`src/rtl/imem_loader.sv`:
```
// imem_loader: byte-stream program loader for the instruction memory.
// Assembles little-endian 16-bit words from a valid/ready byte stream,
// writes them from address 0 upward and releases the CPU reset only once
// a complete image is in place.
// Optional: define IMEM_LOADER_CHKSUM_EN to require a trailing 16-bit
// checksum (sum of all words mod 2^16) before the image is accepted.
module imem_loader #(
  parameter  int INSTR_WIDTH        = 16,
  parameter  int ROM_REGISTER_COUNT = 1024,
  localparam int ADDR_W             = $clog2(ROM_REGISTER_COUNT)
) (
  input  logic                   clk,
  input  logic                   resetN,
  input  logic                   start,
  input  logic                   byte_valid,
  input  logic [7:0]             byte_data,
  output logic                   byte_ready,
  output logic                   wr_en,
  output logic [ADDR_W-1:0]      wr_addr,
  output logic [INSTR_WIDTH-1:0] wr_data,
  output logic                   cpu_resetN,
  output logic                   busy,
  output logic                   done,
  output logic                   error,
  output logic [ADDR_W:0]        word_count
);

  localparam logic [3:0] IDLE    = 4'd0;
  localparam logic [3:0] LEN_LO  = 4'd1;
  localparam logic [3:0] LEN_HI  = 4'd2;
  localparam logic [3:0] DATA_LO = 4'd3;
  localparam logic [3:0] DATA_HI = 4'd4;
  localparam logic [3:0] DONE    = 4'd5;
  localparam logic [3:0] ERR     = 4'd6;
`ifdef IMEM_LOADER_CHKSUM_EN
  localparam logic [3:0] CHK_LO  = 4'd7;
  localparam logic [3:0] CHK_HI  = 4'd8;
`endif

  logic [3:0]  state;
  logic [15:0] len;
  logic [7:0]  lo_byte;
  logic        loading;
  logic        accept;
  logic [15:0] len_in;
  logic [15:0] word_in;
  logic        last_word;
`ifdef IMEM_LOADER_CHKSUM_EN
  logic [15:0] sum;
`endif

  // Every state that consumes stream bytes is also a busy state.
`ifdef IMEM_LOADER_CHKSUM_EN
  assign loading = (state == LEN_LO) | (state == LEN_HI) | (state == DATA_LO) |
                   (state == DATA_HI) | (state == CHK_LO) | (state == CHK_HI);
`else
  assign loading = (state == LEN_LO) | (state == LEN_HI) | (state == DATA_LO) |
                   (state == DATA_HI);
`endif
  assign byte_ready = loading;
  assign busy       = loading;
  assign accept     = byte_valid & byte_ready;
  assign len_in     = {byte_data, len[7:0]};
  assign word_in    = {byte_data, lo_byte};
  // word_count still holds the index of the word being completed
  assign last_word  = (16'(word_count) + 16'd1) == len;

  // Load sequencer; write port and status flags are registered so the
  // memory strobe and the CPU reset are glitch-free.
  always_ff @(posedge clk or negedge resetN) begin
    if (!resetN) begin
      state      <= IDLE;
      len        <= '0;
      lo_byte    <= '0;
      wr_en      <= 1'b0;
      wr_addr    <= '0;
      wr_data    <= '0;
      cpu_resetN <= 1'b0;
      done       <= 1'b0;
      error      <= 1'b0;
      word_count <= '0;
`ifdef IMEM_LOADER_CHKSUM_EN
      sum        <= '0;
`endif
    end else begin
      wr_en <= 1'b0;
      case (state)
        IDLE, DONE, ERR: if (start) begin
          state      <= LEN_LO;
          cpu_resetN <= 1'b0;
          done       <= 1'b0;
          error      <= 1'b0;
          word_count <= '0;
`ifdef IMEM_LOADER_CHKSUM_EN
          sum        <= '0;
`endif
        end
        LEN_LO: if (accept) begin
          len[7:0] <= byte_data;
          state    <= LEN_HI;
        end
        LEN_HI: if (accept) begin
          len[15:8] <= byte_data;
          if (len_in == 16'd0) begin
`ifdef IMEM_LOADER_CHKSUM_EN
            state <= CHK_LO;
`else
            state      <= DONE;
            done       <= 1'b1;
            cpu_resetN <= 1'b1;
`endif
          end else if (len_in > 16'(ROM_REGISTER_COUNT)) begin
            state <= ERR;
            error <= 1'b1;
          end else begin
            state <= DATA_LO;
          end
        end
        DATA_LO: if (accept) begin
          lo_byte <= byte_data;
          state   <= DATA_HI;
        end
        // Write lands the cycle after the high byte; N is bounded, so the
        // index can never wrap.
        DATA_HI: if (accept) begin
          wr_en      <= 1'b1;
          wr_addr    <= word_count[ADDR_W-1:0];
          wr_data    <= word_in;
          word_count <= word_count + 1'b1;
`ifdef IMEM_LOADER_CHKSUM_EN
          sum        <= sum + word_in;
          state      <= last_word ? CHK_LO : DATA_LO;
`else
          if (last_word) begin
            state      <= DONE;
            done       <= 1'b1;
            cpu_resetN <= 1'b1;
          end else begin
            state <= DATA_LO;
          end
`endif
        end
`ifdef IMEM_LOADER_CHKSUM_EN
        CHK_LO: if (accept) begin
          lo_byte <= byte_data;
          state   <= CHK_HI;
        end
        CHK_HI: if (accept) begin
          if (word_in == sum) begin
            state      <= DONE;
            done       <= 1'b1;
            cpu_resetN <= 1'b1;
          end else begin
            state <= ERR;
            error <= 1'b1;
          end
        end
`endif
        default: state <= IDLE;
      endcase
    end
  end

endmodule

```
`config.mk`:
```
export PLATFORM = sky130hd
export DESIGN_NAME = imem_loader
export DESIGN_NICKNAME = d
export VERILOG_FILES = /design/src/rtl/imem_loader.sv
export SDC_FILE = /design/constraint.sdc
export NUM_CORES = 1
export LEC_CHECK = 0
export BUFFER_PORTS_ARGS = -buffer_cell sky130_fd_sc_hd__buf_2
export CORE_MARGIN = 4
export CORE_UTILIZATION = 45
export CTS_CLUSTER_DIAMETER = 200
export DETAILED_ROUTE_END_ITERATION = 8
export HOLD_SLACK_MARGIN = 0.03
export PLACE_DENSITY = 0.66
export RECOVER_POWER = 25
export REMOVE_ABC_BUFFERS = 1
export SYNTH_ARGS = -nofsm -noshare
export SYNTH_HDL_FRONTEND = slang
export SYNTH_SLANG_ARGS = --single-unit
```
`constraint.sdc`:
```
create_clock -name clk -period 2.8 [get_ports clk]
set_input_delay 0.14 -clock clk [delete_from_list [all_inputs] [get_ports clk]]
set_output_delay 0.14 -clock clk [all_outputs]
set_load 0.005 [all_outputs]
```
==> impl_results.md <==
* WP data arrival at 2440 ps
* Critical path startpoint category: register
* Clock root buffer: clkbuf_8
* Highest achievable clock rate at 453 MHz
* Detailed-route wire length at 7090 µm
* Critical path's largest stage delay at 500 ps
* TritonRoute pass-1 iters at 4
* Min-delay worst type: in -> reg
* Cell type with the highest aggregate area in the netlist: dfrtp_1
* Netlist area before placement at 0.00329 mm²
* Growth of design area from synthesis to finish at 17.0%
* Average wire per cell in the routed design at 14.3 µm
* Sinks on Clock Net at 67
* Count of antenna diodes in the layout at 0
* Flip-flop and latch count after synthesis at 67
* Violations in the final reports: max-capacitance violations, max-slew violations
* Starting Density at 47.4%
* Setup Buffers After CTS at 0
* Number of primary I/O pins at 55
* Layout Nets at 407
* DR DRC count at 0
* Synthesized netlist cell count at 341
* Final hold violation count at 0
* Worst path bufs/invs at 0
* Final antenna-violating net count at 0
* Clk_lat worst skew at 350 ps
* Inserted Clock Buffers at 9
* Final Core Density at 55.4%
* Portion of the post-synthesis area used by sequential elements at 50.9%
* Number of design-rule violations left by the first detailed-router iteration at 109
* Combined global-route utilization of all metal layers at 17.7%
* Ordered cell list for the critical path: ha_1 -> nand3_1 -> nor2_1 -> o311ai_0 -> o31ai_1 -> nand4_1 -> a221o_1
* Clock transition time at the flip-flop clock pins of the worst setup and hold paths at 70 ps
* Final cycle utilization of the critical path at 78.8%
* Proportion of synthesized flip-flops having asynchronous set or reset at 100%
* Critical path class: reg -> reg
* Yosys warnings at 0
* Routed vias/inst at 5.24
* Maximum fanout count along the critical path at 9
* DP HPWL at 4920 µm
* Headroom to the max-slew limit at -20.5%
* Least-Margin Pin Slew at 1810 ps
* Share of layout cells above drive strength 1 at 25.8%
* Number of levels in the clock H-tree at 3
* Number of antenna violations at the first check in global routing at 0
* Number of flops mapped to enable cells by yosys at 0
* Setup repair after global routing missed its margin: false
* Placer congestion estimate at 0.855
* Cell type group with the largest total delay on the critical path: compound AO/OA/AOI/OAI gates
* Maximum number of pins on one net before global-route repair at 39
* DR vias at 2,593
* Slew Viols, Final at 35
* Placed instance area at 0.00361 mm²
* CTS tree: built
* Share of the synthesized area in the top cell type at 50.9%
* Count of standard-cell rows at 30
* Multiplexer share of the synthesized area at 9.20%
* Final count of negative-setup-slack endpoints at 0
* Post-route worst hold slack at 53.6 ps
* Wire length of the first global-routing pass at 12,100 µm
* Maximum clock insertion buffer count at 2
* Areal power density over the cells at 922 mW/mm²
* Adder-cell share of the synthesized area at 0.380%
* Pleak at 1.84 nW
* Most frequently used cell type in the post-synthesis netlist: nand2_1
* FF+latch area at 0.00168 mm²
* Grt total ovfl at 0
* Mean instance size in the synthesized netlist at 9.65 µm²
* Area occupied by multi-input gates at 0.00150 mm²
* Ranking of synthesized cells by area: dfrtp_1 51%, nand2_1 11%, mux2_2 8.9%
* Shortest clock period the worst path allows after layout at 2210 ps
* Worst-path cell with the longest stage delay: dfrtp_1
* Final Cell Area at 0.00385 mm²
* Simple logic cell fraction of the synthesized area at 21.9%
* Fill cell total of the finished layout at 614
* Max Cap Viol at 1
* Prevailing post-synth register cell: dfrtp_1
* Synthesized-area fraction occupied by ao, oa, aoi and oai cells at 8.89%
* Horiz. Die Dim at 93.5 µm
* Area inside the core boundary at 0.00694 mm²
* Largest family of logic cells by synthesized area: simple AND/OR/NAND/NOR gates
* Post-synth cell types at 45
* Result of the run: finished with violations
* Commonest cells post-synth: 95 x nand2_1, 67 x dfrtp_1, 26 x mux2_2
* Final Total Pwr at 3.55 mW
* Xor and xnor area share after synthesis at 5.06%
* CP Capture Type: register
* Full die area at 0.00875 mm²
* Port Buffer Count at 54
* Vias in the first global route at 2,496
* Resized cells post-CTS at 0
* Required time of the critical path at 3030 ps
* Fin Setup TNS at 0 ps
* Chip Height at 93.5 µm
* Maximum clock skew at final layout at 9.60 ps
* Worst IR Drop VDD at 0.420 mV
metrics by stage:
stage          setup slack [ps]  std cells
6_report                    592        495
5_1_grt                     391        495
4_1_cts                     592        495
3_5_place_dp                598        475
3_3_place_gp                743        475
2_1_floorplan             -27.1        319
cell usage in the layout (no fill, tap or decap), types with 3 or more instances in the layout:
master	n
a21oi_1	6
buf_2	47
buf_4	6
clkbuf_1	7
clkbuf_8	10
dfrtp_1	67
dlygate4sd3_1	4
mux2_2	26
nand2_1	95
nand3_1	8
nor2_1	21
nor2b_1	6
nor3_1	4
nor4_1	3
o21ai_0	22
o31ai_1	6
xnor2_1	11
xor2_1	8
metal layers:
metal,part of all wire (%),wire length (µm),track usage [%],up-vias
li1,-,-,-,1256
met1,47,3310,23.1,1255
met2,46,3260,27.5,69
met3,5.3,379,4.51,13
met4,2.0,143,8.54,0
met5,0,0,0,-
cell type report:
cell class / count / area share, %
Sequential cell: 67 / 43.5
Multi-Input combinational cell: 250 / 38.8
Timing Repair Buffer: 64 / 9.00
Clock buffer: 11 / 3.67
Tap cell: 96 / 3.12
Clock inverter: 5 / 1.62
Inverter: 2 / 0.195
sequential cells by signal (all words and copies together) (netlist names):
name	count
word_count	11
wr_addr	10
wr_data	16
done	1
wr_en	1
state	3
lo_byte	8
error	1
len	16
power by group:
part | switching [mW] | internal (mW)
clock network | 0.379 | 0.438
logic | 0.529 | 0.599
registers | 0.306 | 1.30
total | 1.21 | 2.33
worst min-delay path: stages:
cell and delay, ps:
buf_2 130, nand2_1 60, nand2_1 40
worst paths after layout:
kind,from,to,slack (ps),cells after the start
setup / recovery,word_count[0]$_DFFE_PN0P_,state[1]$_DFFE_PN0P_,590,7
hold / removal,byte_data[0],wr_data[8]$_DFFE_PN0P_,50,3
setup reg to reg,word_count[0]$_DFFE_PN0P_,state[1]$_DFFE_PN0P_,590,7
hold reg to reg,lo_byte[1]$_DFFE_PN0P_,wr_data[1]$_DFFE_PN0P_,470,2
max in group asynchronous,resetN,wr_addr[8]$_DFFE_PN0P_,900,3
min in group asynchronous,resetN,wr_addr[2]$_DFFE_PN0P_,820,2
cells by family (layout without fill, tap and decap cells):
kind of cell	Yosys count	count (layout)
flops	67	67
compound gates	47	47
simple gates	156	156
fa+ha+maj	1	1
buf+inv	24	82
mux	27	27
xor+xnor	19	19
repair_timing:
action	4_1_cts	5_1_grt
setup endpoints to repair	0	0
hold buffers	4	0
hold endpoints to repair	35	0
(Power assumes the default switching activity.)
